--- config.mk ---
export PLATFORM = sky130hd
export DESIGN_NAME = aes_mix_columns_seq
export DESIGN_NICKNAME = d
export VERILOG_FILES = /design/src/rtl/aes_pkg.sv /design/src/rtl/aes_mix_column_word.sv /design/src/rtl/aes_mix_columns_seq.sv
export SDC_FILE = /design/constraint.sdc
export NUM_CORES = 1
export LEC_CHECK = 0
export ABC_AREA = 0
export CELL_PAD_IN_SITES_DETAIL_PLACEMENT = 0
export CELL_PAD_IN_SITES_GLOBAL_PLACEMENT = 1
export CORE_ASPECT_RATIO = 0.7
export CORE_UTILIZATION = 53
export DETAILED_ROUTE_END_ITERATION = 6
export DONT_BUFFER_PORTS = 1
export PLACE_DENSITY = 0.83
export SETUP_SLACK_MARGIN = 0.05
export SLEW_MARGIN = 20
export SYNTH_ARGS = -nofsm -noshare
export SYNTH_HDL_FRONTEND = slang
export SYNTH_HIERARCHICAL = 1
export SYNTH_SLANG_ARGS = --single-unit
--- constraint.sdc ---
create_clock -name clk -period 9.87 [get_ports clk]
set_clock_uncertainty 0.05 [all_clocks]
set_input_delay 1.974 -clock clk [delete_from_list [all_inputs] [get_ports clk]]
set_output_delay 1.974 -clock clk [all_outputs]
set_load 0.03 [all_outputs]
--- src/rtl/aes_pkg.sv ---
// Shared AES types, the GF(2^8) reduction polynomial and the xtime helper.
// Latency: none (types and a pure function only).
// Backpressure: not applicable.
package aes_pkg;

    localparam logic [7:0] AES_POLY = 8'h1B;

    typedef logic [7:0]   byte_t;
    typedef logic [31:0]  word_t;
    typedef logic [127:0] state_t;

    typedef enum logic [1:0] {
        IDLE = 2'd0,
        BUSY = 2'd1,
        DONE = 2'd2
    } mix_fsm_t;

    // Multiply by 2 in GF(2^8): shift left, reduce when the top bit falls out.
    function automatic byte_t xtime(input byte_t x);
        return {x[6:0], 1'b0} ^ (x[7] ? AES_POLY : 8'h00);
    endfunction

endpackage

--- src/rtl/aes_mix_column_word.sv ---
// Combinational MixColumns / InvMixColumns on one 32-bit column (row 0 in the MSB).
// Latency: zero cycles, purely combinational.
// Backpressure: none; the caller registers the result.
module aes_mix_column_word
    import aes_pkg::*;
#(
    parameter bit INVERSE = 1'b0
) (
    input  word_t col_i,
    output word_t col_o
);

    byte_t a  [4];
    byte_t x2 [4];
    byte_t x4 [4];
    byte_t x8 [4];

    // Split the column into bytes and build the 2x/4x/8x multiples by chained xtime.
    always_comb begin
        for (int i = 0; i < 4; i++) begin
            a[i]  = col_i[31-8*i -: 8];
            x2[i] = xtime(a[i]);
            x4[i] = xtime(x2[i]);
            x8[i] = xtime(x4[i]);
        end
    end

    // Combine the multiples: forward uses {2,3,1,1}, inverse uses {14,11,13,9}.
    always_comb begin
        col_o = '0;
        for (int i = 0; i < 4; i++) begin
            if (INVERSE) begin
                col_o[31-8*i -: 8] = (x8[i]       ^ x4[i]       ^ x2[i])            // 14
                                   ^ (x8[(i+1)%4] ^ x2[(i+1)%4] ^ a[(i+1)%4])       // 11
                                   ^ (x8[(i+2)%4] ^ x4[(i+2)%4] ^ a[(i+2)%4])       // 13
                                   ^ (x8[(i+3)%4] ^ a[(i+3)%4]);                    // 9
            end else begin
                col_o[31-8*i -: 8] = x2[i]
                                   ^ (x2[(i+1)%4] ^ a[(i+1)%4])
                                   ^ a[(i+2)%4]
                                   ^ a[(i+3)%4];
            end
        end
    end

endmodule

--- src/rtl/aes_mix_columns_seq.sv ---
// Sequential MixColumns: accepts one 128-bit state, mixes one column per clock in place.
// Latency: 4 cycles from accept edge to out_valid; next accept no sooner than 6 cycles later.
// Backpressure: in_ready only in IDLE; result held stable in DONE until out_ready.
module aes_mix_columns_seq
    import aes_pkg::*;
#(
    parameter bit INVERSE = 1'b0
) (
    input  logic         clk,
    input  logic         rst,
    input  logic [127:0] in_data,
    input  logic         in_valid,
    output logic         in_ready,
    output logic [127:0] out_data,
    output logic         out_valid,
    input  logic         out_ready
);

    mix_fsm_t   fsm_q, fsm_d;
    logic [1:0] col_q, col_d;
    state_t     state_q, state_d;

    word_t      col_sel;
    word_t      col_mix;

    // Pick the column currently being mixed.
    always_comb begin
        unique case (col_q)
            2'd0:    col_sel = state_q[127:96];
            2'd1:    col_sel = state_q[95:64];
            2'd2:    col_sel = state_q[63:32];
            default: col_sel = state_q[31:0];
        endcase
    end

    aes_mix_column_word #(
        .INVERSE (INVERSE)
    ) u_mix (
        .col_i (col_sel),
        .col_o (col_mix)
    );

    // Next-state, handshake outputs and in-place column writeback.
    always_comb begin
        fsm_d     = fsm_q;
        col_d     = col_q;
        state_d   = state_q;
        in_ready  = 1'b0;
        out_valid = 1'b0;
        unique case (fsm_q)
            IDLE: begin
                in_ready = 1'b1;
                if (in_valid) begin
                    state_d = in_data;
                    col_d   = 2'd0;
                    fsm_d   = BUSY;
                end
            end
            BUSY: begin
                unique case (col_q)
                    2'd0:    state_d[127:96] = col_mix;
                    2'd1:    state_d[95:64]  = col_mix;
                    2'd2:    state_d[63:32]  = col_mix;
                    default: state_d[31:0]   = col_mix;
                endcase
                // Natural 2-bit wrap returns col to 0 after the last column.
                col_d = col_q + 2'd1;
                if (col_q == 2'd3) begin
                    fsm_d = DONE;
                end
            end
            DONE: begin
                out_valid = 1'b1;
                if (out_ready) begin
                    fsm_d = IDLE;
                end
            end
            default: begin
                fsm_d = IDLE;
                col_d = 2'd0;
            end
        endcase
    end

    // State, column counter and data registers; reset drops any block in flight.
    always_ff @(posedge clk or posedge rst) begin
        if (rst) begin
            fsm_q   <= IDLE;
            col_q   <= 2'd0;
            state_q <= '0;
        end else begin
            fsm_q   <= fsm_d;
            col_q   <= col_d;
            state_q <= state_d;
        end
    end

    assign out_data = state_q;

endmodule
== After elaboration in Yosys (flattened, before gate mapping) ==
Index checks and enable logic that the tools add are counted.
Cells by class
  reductions and logical operators: 10
  equality and inequality tests: 12
  add/subtract/negate cells: 1
  mux-type cells: 19
  bitwise logic cells: 21
Operators with widths (count)
  $pmux 128 s2: 1
  $xor 8x8->8: 20
  $mux 128: 1
  $mux 32: 4
  $pmux 32 s3: 1
  $mux 5: 4
  $reduce_and 3->1: 5
  $pmux 2 s3: 2
  $mux 2: 4
  $ne 2x2->1 const B: 4
  $eq 2x2->1 const B: 3
  $ne 2x1->1 const B: 3
  $eq 2x1->1 const B: 2
  $logic_not 2->1: 2
  $reduce_or 3->1: 1
  $add 2x1->2 const B: 1
  $mux 1: 2
  $reduce_and 2->1: 1
  $reduce_bool 2->1: 1
  $not 1->1: 1
Word-level totals
  output and inout bits: 130
  logic and storage cells: 69
  flip-flop bits (word level): 132
  input port bits: 132

== Depth between registers and ports, before layout ==
Gate-level depths: netlist of run 1.
  word-level depth: 10
  mapped depth: 12
  gate-level depth less buffers: 9

== Hierarchy ==
Netlist of run 1, hierarchy kept.
By module, submodules not included
  aes_mix_columns_seq: cells an instance 692, sequential area each 3303.2 µm², instances 1, area an instance 7156.9 µm²
  aes_mix_column_word: cells an instance 92, sequential area each 0.0 µm², instances 1, area an instance 1458.9 µm²

== Least setup slack after synthesis of run 1 ==
Ideal clock, no wire load.
  path type: register to output
  from: register fsm_q[1]
  to: output out_valid
  data arrival time: 1.095 ns
  cell stages (with the launch flop): 4
  required time: 7.846 ns
  path slack: 6.751 ns
  cells stage by stage: dfrtp_1 -> clkbuf_1 -> inv_1 -> nor2_1
On the way
  word-level cells in the longest chain between the ends: 2
RTL lines
  start: declaration: line aes_mix_columns_seq.sv:19  | mix_fsm_t fsm_q, fsm_d;
  start signal: assignment: line aes_mix_columns_seq.sv:92  | fsm_q <= fsm_d;
  $eq 2x2->1: line aes_mix_columns_seq.sv:50  | unique case (fsm_q)
  $mux 1: line aes_mix_columns_seq.sv:50
  end: declaration: line aes_mix_columns_seq.sv:15  | output logic out_valid,
No other way between the ends.

== Worst setup path in the final report of run 1 ==
Ends and elaborated chain as after synthesis.

==> flow_summary_export.csv, run 1 <==
group,metric,value,unit
clocking,hold_fix_buffers_at_cts,0,
worst_setup_path,criticalPathCategory,"flop to primary output",
floorplanning,die_area,0.0168,mm^2
grt,grt_usage,30.1,%
flow_run,maxCapViolations,0,
worst_setup_path,worst_setup_path_start_kind,"flop",
drt,route.detailed.vias_per_inst,6.18,
final_layout,most_used_cells_in_the_layout_excluding_fill_and_tap_cells,"mux2i_1 (158), dfrtp_1 (132), inv_1 (131)",
final_layout,synthToLayoutAreaGrowth,7.60,%
worst_setup_path,critical_path.endpoint,"out_valid",
drt,detailedRoute.firstPassIterationCount,7,
placement,detailed_place_hpwl,18000,um
min_path,min_path_type,"flop to flop",
worst_setup_path,worstPathArrival,2.13,ns
worst_setup_path,regToRegStartpoint,"col_q[0]$_DFFE_PP0P_",
worst_setup_path,critical_path_required,7.85,ns
clocking,post_cts.resized_instances,0,
clocking,postCtsSetupRepairBufs,0,
final_layout,antenna-diode-count,0,
timing,finalHoldViolCount,0,
final_layout,layout-drive-gt1-share,8.45,%
clocking,cts_buffer_depth,2,
outcome,violations,"DRC",
worst_setup_path,timing.critical_path.cells,"buf_4, inv_1, nor2_1",
floorplanning,die-width,154,um
timing,grt_setup_unrepaired,"false",
floorplanning,core_area,0.0157,mm^2
drt,post-route-drc-count,2,
synth,synthesis.area,0.00862,mm^2
worst_setup_path,cp_num_cells,3,
grt,globalRoute.totalOverflow,0,
synth,synth_seq_cells,132,
drt,overall_via_count_from_detail_route,5985,
timing,tns,0,ns
worst_setup_path,path_buf_inv,2,
clocking,cts_tree,"yes",
synth,synth.distinct_cells,28,
worst_setup_path,setup.worst_path.end_class,"primary output",
worst_setup_path,critPathTopFamily,"flip-flops",
timing,report.final.slew_viol_count,0,
clocking,clock_sinks,132,
timing,fin_crit_sh,42.1,%
drt,drt_iter0_drc,552,
synth,synth_seq_area_share,38.3,%
synth,ys_warn_count,6,
drt,totalWireLength,24700,um
worst_setup_path,reg2reg_depth,10,
clocking,clkTransAtPathRegs,0.06,ns
worst_setup_path,critical-path-max-stage-delay,0.74,ns
clocking,ctsHtreeMaxLevel,4,
clocking,root_buffer_cell,"clkbuf_16",
timing,timing.fmax,241,MHz
timing,finalSetupViolations,0,
grt,grt_antenna_before_repair,0,
drt,antenna_left,0,
floorplanning,io-pin-count,262,
floorplanning,dieHeight,109,um
min_path,timing.hold.worst.start,"fsm_q[0]$_DFFE_PP0P_",
floorplanning,rows,38,
timing,post_layout_minimum_cycle_time,4.16,ns
outcome,outcome,"finished with violations",
worst_setup_path,setup.worst_path.start,"fsm_q[1]$_DFFE_PP0P_",
placement,numPortBuffers,0,
timing,tightest_pin_transition,0.999,ns
grt,grt_start_max_net_pins,69,
timing,slew_headroom,31.5,%
clocking,clk_latency,0.42,ns
worst_setup_path,worstReg2RegEnd,"out_data[124]$_DFFE_PP0P_",
grt,grt_first_pass_wirelength,37200,um
synth,mappedNetlistNets,921,
min_path,instance_count_along_the_most_critical_hold_path,1,
worst_setup_path,critical-path-slowest-cell,"dfrtp_1",
final_layout,fin_nets,893,
synth,synthesis.area_per_instance,11.0,um^2
final_layout,layout_commonest_cell,"mux2i_1",
worst_setup_path,path_max_fanout,23,
synth,synth_cells,784,
final_layout,number_of_inserted_filler_cells_in_the_final_layout,1269,
clocking,cts_made_buffers,17,
floorplanning,start_util,54.9,%
drt,route.detailed.wl_per_inst,25.5,um
placement,place_congestion,0.907,
worst_setup_path,timing.reg2reg.setup_slack,5.82,ns
grt,grt_pass1_vias,6289,
## synthesized netlist by cell type (all sizes together)
cell type  number  area [um^2]
a21oi         134          716
a222oi         32          320
a22o            1         8.76
and3b          32          280
buf            31          249
clkbuf         30          118
dfrtp         132         3300
ha              5         62.6
inv           132          495
mux2            1         11.3
mux2i         160         1600
nand2           5         18.8
nand2b          3         18.8
nor2            2         7.51
nor2b           1         6.26
o31ai           1         7.51
xnor2          21          274
xnor3          32          721
xor2           20          183
xor3            9          214
## kinds of logic after synthesis
| family | share of synthesized area, % |
|---|---|
| muxes | 18.7 |
| buffers and inverters | 10.0 |
| DFF | 38.3 |
| and+or+nand+nor | 3.85 |
| AOI/OAI and AO/OA | 12.2 |
| adders and majority gates | 0.726 |
| xor gates and xnor gates | 16.1 |
## worst min path at each step
stage                            to
2_1_floorplan  col_q[1]$_DFFE_PP0P_
3_3_place_gp   fsm_q[1]$_DFFE_PP0P_
3_5_place_dp   fsm_q[1]$_DFFE_PP0P_
4_1_cts        fsm_q[1]$_DFFE_PP0P_
5_1_grt        fsm_q[1]$_DFFE_PP0P_
6_report       fsm_q[1]$_DFFE_PP0P_
## cell type report
class	instances	area [um^2]	area share (%)
well taps	200	250	2.70
inverters	132	500	5.40
repair buffers	14	105	1.13
flip-flops and latches	132	3300	35.6
clock buffers	21	470	5.07
multi-input cells	459	4470	48.2
clock inverters	11	173	1.86
## worst register-to-register path: cells and delay by family (launching register included)
family,cells,cell delay (ns)
flip-flops,1,0.44
multiplexers,2,0.88
adder cells (fa/ha/maj),1,0.71
XOR/XNOR,2,0.76
AO/OA/AOI/OAI,2,0.34
buffers and inverters,2,0.51
AND/OR/NAND/NOR,1,0.24
## metal layers
| metal | vias up | GRT usage, % | part of all wire (%) |
|---|---|---|---|
| met5 | - | 0 | 0 |
| met4 | 0 | 6.86 | 0.75 |
| met3 | 21 | 10.9 | 10 |
| met2 | 309 | 49.2 | 47 |
| met1 | 3001 | 38.7 | 42 |
| li1 | 2654 | - | - |
## state kept, by name, summed over array words and instances, names as in the netlist
name and count:
col_q 2, fsm_q 2, out_data 128
## stage by stage
step	hold slack (ns)	cell area (um^2)	utilization (%)	worst slack, ns	instances
4_1_cts	0.468	9260	59.0	5.68	969
2_1_floorplan	0.490	8620	-	4.32	784
6_report	0.473	9270	59.1	5.71	969
3_3_place_gp	0.444	8620	54.9	5.93	937
5_1_grt	0.500	9270	59.1	5.60	969
3_5_place_dp	0.459	8620	54.9	5.83	937
Power of run 1 is not shown: default switching activity piles up to over one toggle a cycle in this logic, so the estimate is an artifact.
==> run 2, diff against run 1 <==
--- a/config.mk
+++ b/config.mk
@@ -5,14 +5,14 @@
 export SDC_FILE = /design/constraint.sdc
 export NUM_CORES = 1
 export LEC_CHECK = 0
-export ABC_AREA = 0
+export ABC_AREA = 1
 export CELL_PAD_IN_SITES_DETAIL_PLACEMENT = 0
 export CELL_PAD_IN_SITES_GLOBAL_PLACEMENT = 1
 export CORE_ASPECT_RATIO = 0.7
-export CORE_UTILIZATION = 53
+export CORE_UTILIZATION = 44
 export DETAILED_ROUTE_END_ITERATION = 6
 export DONT_BUFFER_PORTS = 1
-export PLACE_DENSITY = 0.83
+export PLACE_DENSITY = 0.79
 export SETUP_SLACK_MARGIN = 0.05
 export SLEW_MARGIN = 20
 export SYNTH_ARGS = -nofsm -noshare
==> constraint.sdc (replaced) <==
create_clock -name clk -period 3.9 [get_ports clk]
set_clock_uncertainty 0.05 [all_clocks]
set_input_delay 0.78 -clock clk [delete_from_list [all_inputs] [get_ports clk]]
set_output_delay 0.78 -clock clk [all_outputs]
set_load 0.03 [all_outputs]
==> run 2 against run 1 <==
The flow now finishes without violations. First-iteration DRC count increased by 49%. Area after synthesis increased by 10%. Sequential cell count unchanged. Utilization is 9.7 points lower. Wire length increased by 46%. Clock-buffer cell count is 2 lower. Via count is 67% higher. Hold slack worse by 0.13 ns. Non-clock buffer count increased by 29. Critical path depth grew 12. Cell count increased by 88%.
==> flow_summary_export.csv, run 2 <==
group,metric,value,unit
worst_setup_path,worstPathArrival,3.56,ns
min_path,min_path_type,"input port to async pin",
worst_setup_path,timing.reg2reg.setup_slack,0.65,ns
final_layout,layout-drive-gt1-share,6.53,%
timing,finalHoldViolCount,0,
synth,mappedNetlistNets,1706,
clocking,hold_fix_buffers_at_cts,0,
clocking,clkTransAtPathRegs,0.07,ns
floorplanning,dieHeight,125,um
drt,detailedRoute.firstPassIterationCount,5,
synth,top_post_synthesis_cells_by_count,"nand2_1 (879), nand3_1 (193), dfrtp_1 (132)",
placement,numPortBuffers,0,
floorplanning,start_util,45.3,%
synth,async_set_reset_flop_share_out_of_synthesis,100,%
drt,drt_iter0_drc,820,
worst_setup_path,regToRegStartpoint,"col_q[0]$_DFFE_PP0P_",
final_layout,layout_commonest_cell,"nand2_1",
timing,post_layout_minimum_cycle_time,3.25,ns
grt,grt_first_pass_wirelength,55900,um
final_layout,antenna-diode-count,0,
synth,synth_cells,1569,
timing,tightest_pin_transition,0.908,ns
worst_setup_path,critical-path-max-stage-delay,0.70,ns
worst_setup_path,critPathTopFamily,"simple AND/OR/NAND/NOR gates",
floorplanning,rows,44,
synth,synth_top_cells_by_area,"dfrtp_1 (35%), nand2_1 (35%), nand3_1 (10%)",
worst_setup_path,reg2reg_depth,15,
placement,place_area,0.00975,mm^2
timing,grt_setup_unrepaired,"false",
final_layout,most_used_cells_in_the_layout_excluding_fill_and_tap_cells,"nand2_1 (877), nand3_1 (192), dfrtp_1 (132)",
worst_setup_path,path_max_fanout,9,
synth,synth_top_cell_area_share,34.8,%
worst_setup_path,timing.critical_path.cells,"inv_1, ha_1, buf_4, a21oi_1, a21oi_1, inv_1, nand2_1, nand3_1, nand2_1, nand2_1, nand2_1, nand3_1, nand2_1, nand2_1, nand2_1",
clocking,cts_buffer_depth,2,
final_layout,final_instance_area,0.0103,mm^2
synth,synthMostInstantiatedCell,"nand2_1",
clocking,cts_tree,"yes",
synth,synthesis.area_per_instance,6.06,um^2
timing,tns,0,ns
drt,post-route-drc-count,0,
outcome,outcome,"completed",
clocking,post_cts.resized_instances,0,
placement,place_congestion,0.971,
worst_setup_path,path_buf_inv,3,
worst_setup_path,setup.worst_path.end_class,"flop",
synth,synth_seq_cells,132,
final_layout,largest_register_ffs,128,
drt,antenna_left,0,
flow_run,maxCapViolations,0,
drt,route.detailed.wl_per_inst,19.8,um
synth,synth_enable_flop_cells,0,
floorplanning,io-pin-count,262,
grt,globalRoute.totalOverflow,0,
clocking,ctsHtreeMaxLevel,4,
timing,hold_slack,0.347,ns
drt,overall_via_count_from_detail_route,9986,
placement,place_worst_setup_slack,0.677,ns
grt,grt_pass1_vias,9296,
timing,fin_crit_sh,83.3,%
drt,totalWireLength,36100,um
clocking,clk_latency,0.43,ns
clocking,root_buffer_cell,"clkbuf_16",
final_layout,fin_nets,1671,
placement,detailed_place_hpwl,26200,um
floorplanning,core_area,0.0210,mm^2
synth,synth.distinct_cells,30,
timing,fin_worst_setup_slack,0.649,ns
worst_setup_path,worstReg2RegEnd,"out_data[98]$_DFFE_PP0P_",
timing,slew_headroom,39.3,%
clocking,postCtsSetupRepairBufs,0,
grt,grt_start_max_net_pins,78,
drt,route.detailed.vias_per_inst,5.48,
grt,grt_antenna_before_repair,0,
clocking,clock_sinks,132,
floorplanning,die_area,0.0222,mm^2
worst_setup_path,critical-path-slowest-cell,"a21oi_1",
worst_setup_path,cp_num_cells,15,
synth,ys_warn_count,6,
worst_setup_path,top_cell_by_count_worst_path,"nand2_1",
worst_setup_path,worst_setup_path_start_kind,"flop",
timing,finalSetupViolations,0,
synth,synth_flop_cell,"dfrtp_1",
synth,synthesis.area,0.00950,mm^2
final_layout,synthToLayoutAreaGrowth,8.91,%
synth,synth_largest_area_cell,"dfrtp_1",
clocking,cts_made_buffers,17,
timing,timing.fmax,308,MHz
worst_setup_path,criticalPathCategory,"flop to flop",
synth,synth_seq_area_share,34.8,%
worst_setup_path,critical_path_required,4.21,ns
floorplanning,die-width,178,um
grt,grt_usage,32.9,%
timing,report.final.slew_viol_count,0,
-- run 2: cell types whose count changed in the layout (fill, tap and decap cells not counted), moves of 47 or more --
cell,before,now
nor2_1,2,49
nand3_1,0,192
nand2_1,5,877
a21oi_1,130,64
inv_1,131,71
mux2i_1,158,0
-- run 2: how the worst max path moves through the flow --
| stage | startpoint | end |
|---|---|---|
| floorplan | col_q[1]$_DFFE_PP0P_ | out_data[123]$_DFFE_PP0P_ |
| global placement | col_q[0]$_DFFE_PP0P_ | out_data[25]$_DFFE_PP0P_ |
| detailed placement | col_q[0]$_DFFE_PP0P_ | out_data[89]$_DFFE_PP0P_ |
| CTS | col_q[0]$_DFFE_PP0P_ | out_data[89]$_DFFE_PP0P_ |
| global route | col_q[1]$_DFFE_PP0P_ | out_data[1]$_DFFE_PP0P_ |
| finish | col_q[0]$_DFFE_PP0P_ | out_data[98]$_DFFE_PP0P_ |
-- run 2: cell families after synthesis --
family	Yosys count	synth area share [%]
flip-flops	132	34.8
AND/OR/NAND/NOR	1139	48.2
AO/OA/AOI/OAI	74	4.04
XOR/XNOR	39	3.67
adder cells (fa/ha/maj)	5	0.658
buffers and inverters	180	8.62
-- run 2: layer usage --
layer / part of all wire [%] / global-route usage (%) / vias to the layer above
li1: - / - / 4795
met1: 45 / 47.7 / 4627
met2: 43 / 49.0 / 530
met3: 11 / 7.60 / 34
met4: 1.4 / 8.45 / 0
met5: 0 / 0 / -
-- run 2: area by class of cell --
type / instances / area [um^2]
fill: 2254 / 10600
sequential: 132 / 3300
tap: 276 / 345
clock buffer: 19 / 433
timing repair buffer: 43 / 373
inverter: 83 / 324
clock inverter: 13 / 171
multi-input combinational: 1257 / 5400
-- run 2: metrics by stage --
step / utilization, % / cells
2_1_floorplan: - / 1569
3_3_place_gp: 46.5 / 1791
3_5_place_dp: 46.5 / 1791
4_1_cts: 49.3 / 1823
5_1_grt: 49.3 / 1823
6_report: 49.3 / 1823
Power of run 2 is left out for the same reason.
==> run 3, diff against run 2 <==
==> constraint.sdc (replaced) <==
create_clock -name clk -period 3 [get_ports clk]
set_clock_uncertainty 0.05 [all_clocks]
set_input_delay 0.6 -clock clk [delete_from_list [all_inputs] [get_ports clk]]
set_output_delay 0.6 -clock clk [all_outputs]
set_load 0.03 [all_outputs]
==> run 3 against run 2 <==
First-iteration DRC count grew 8.7%. Sequential cell count is the same. Design area grew 9.6%. Non-clock buffer count grew 109. Global-route usage grew 0.95 points. Clock-buffer cell count grew 6. Maximum frequency grew 17%. Critical path depth grew 2. Critical endpoint is now out_data[85]$_DFFE_PP0P_. Setup slack lost 0.42 ns.
==> flow_summary_export.csv, run 3 (synthesis gave the netlist of run 2 again) <==
group,metric,value,unit
drt,route.detailed.wl_per_inst,19.3,um
drt,antenna_left,0,
drt,detailroute.wirelength.met2,15900,um
timing,finalSetupViolations,0,
worst_setup_path,top_cell_by_count_worst_path,"nand2_1",
worst_setup_path,path_max_fanout,17,
timing,tightest_pin_transition,0.745,ns
worst_setup_path,critical_path_required,3.33,ns
final_layout,layout_commonest_cell,"nand2_1",
timing,finalHoldViolCount,0,
drt,highest_layer,"met5",
final_layout,instances_no_fill,1932,
flow_run,maxCapViolations,0,
grt,grt_first_pass_wirelength,56800,um
clocking,hold_fix_buffers_at_cts,0,
final_layout,synthToLayoutAreaGrowth,19.3,%
final_layout,layout-drive-gt1-share,13.6,%
worst_setup_path,critical-path-slowest-cell,"dfrtp_1",
placement,placed_cells,1899,
grt,grt_pass1_vias,9576,
floorplanning,die_area,0.0222,mm^2
floorplanning,die-width,178,um
clocking,ctsHtreeMaxLevel,4,
worst_setup_path,critical-path-max-stage-delay,0.42,ns
timing,grt_setup_unrepaired,"false",
clocking,clkTransAtPathRegs,0.06,ns
final_layout,number_of_inserted_filler_cells_in_the_final_layout,2129,
worst_setup_path,reg2reg_depth,17,
grt,grt_usage,33.8,%
drt,overall_via_count_from_detail_route,10400,
final_layout,most_used_cells_in_the_layout_excluding_fill_and_tap_cells,"nand2_1 (876), nand3_1 (182), buf_4 (139)",
final_layout,fin_nets,1780,
timing,slew_headroom,50.4,%
clocking,cts_buffer_depth,2,
drt,totalWireLength,37300,um
worst_setup_path,setup.worst_path.end_class,"flop",
drt,detailroute.wirelength.met3,3620,um
worst_setup_path,criticalPathCategory,"flop to flop",
timing,tns,0,ns
worst_setup_path,worstPathArrival,3.10,ns
grt,grt_start_max_net_pins,133,
final_layout,multi_input_area,0.00548,mm^2
timing,report.final.slew_viol_count,0,
clocking,clock_sinks,132,
clocking,root_buffer_cell,"clkbuf_16",
grt,globalRoute.totalOverflow,0,
final_layout,largest_register_ffs,128,
final_layout,sequential_cell_area,0.00330,mm^2
timing,post_layout_minimum_cycle_time,2.77,ns
grt,grt_antenna_before_repair,1,
placement,numPortBuffers,0,
final_layout,antenna-diode-count,0,
min_path,min_path_type,"input port to async pin",
placement,place_area,0.0106,mm^2
timing,fin_crit_sh,92.4,%
placement,detailed_place_hpwl,27400,um
timing,timing.fmax,361,MHz
drt,detailedRoute.firstPassIterationCount,5,
clocking,cts_tree,"yes",
timing,fin_worst_setup_slack,0.229,ns
clocking,cts_made_buffers,17,
drt,route.detailed.vias_per_inst,5.38,
floorplanning,io-pin-count,262,
outcome,outcome,"completed",
placement,place_congestion,0.942,
worst_setup_path,timing.critical_path.cells,"inv_1, ha_1, buf_12, a21oi_1, a21oi_1, buf_4, buf_4, xnor2_1, inv_1, nand2_1, buf_4, nand3_1, nand2_1, nand3_1, nand2_1, nand2_1, nand2_1",
floorplanning,dieHeight,125,um
placement,place_worst_setup_slack,0.204,ns
drt,drt_iter0_drc,891,
floorplanning,rows,44,
floorplanning,start_util,45.3,%
clocking,clk_latency,0.45,ns
worst_setup_path,worst_setup_path_start_kind,"flop",
drt,post-route-drc-count,0,
drt,routedLengthMet1,17100,um
floorplanning,core_area,0.0210,mm^2
final_layout,final_instance_area,0.0113,mm^2
-- run 3: changes by cell type in the layout (fill, tap and decap cells not counted), moves of 4 or more --
cell / previous run / this run
buf_4: 39 / 139
nand3_1: 192 / 182
nand3_2: 4 / 14
buf_12: 4 / 11
clkbuf_8: 0 / 4
inv_6: 6 / 2
-- run 3: path summary, 6_finish.rpt --
path | startpoint | to | slack, ns
max in group asynchronous | rst | col_q[0]$_DFFE_PP0P_ | 2.13
max reg2reg | col_q[1]$_DFFE_PP0P_ | out_data[85]$_DFFE_PP0P_ | 0.23
min in group clk | out_ready | fsm_q[1]$_DFFE_PP0P_ | 0.20
min | rst | out_data[13]$_DFFE_PP0P_ | 0.18
max | col_q[1]$_DFFE_PP0P_ | out_data[85]$_DFFE_PP0P_ | 0.23
min reg2reg | out_data[113]$_DFFE_PP0P_ | out_data[113]$_DFFE_PP0P_ | 0.62
-- run 3: repair_timing --
| item | in CTS | in global routing |
|---|---|---|
| setup buffers | 0 | 0 |
| gates resized for setup | 0 | 21 |
| endpoints found under the setup margin | 0 | 72 |
-- run 3: final cells by class --
| type | count | area share [%] |
|---|---|---|
| Timing Repair Buffer | 152 | 11.5 |
| Multi-Input combinational cell | 1257 | 48.3 |
| Inverter | 83 | 2.86 |
| Clock inverter | 7 | 0.839 |
| Tap cell | 276 | 3.05 |
| Clock buffer | 25 | 4.37 |
| Sequential cell | 132 | 29.1 |
-- run 3: metrics by stage --
stage | util, % | hold slack, ns
final | 54.1 | 0.176
after global routing | 54.1 | 0.203
after CTS | 53.6 | 0.194
after detailed placement | 50.7 | 0.606
after global placement | 50.7 | 0.604
after floorplan | - | 0.540
-- run 3: worst max-delay path: cells and delay by family, from the launching register on --
family	cells	cell delay, ns
xor+xnor	1	0.16
fa+ha+maj	1	0.26
buf+inv	6	0.82
flops	1	0.42
simple gates	7	0.72
compound gates	2	0.27
-- run 3: metal layers --
layer  track usage [%]  up-vias
met5                 0        -
met4              8.30        2
met3              9.43       53
met2              50.1      486
met1              48.5     4853
li1                  -     5002
Power of run 3 is left out for the same reason.
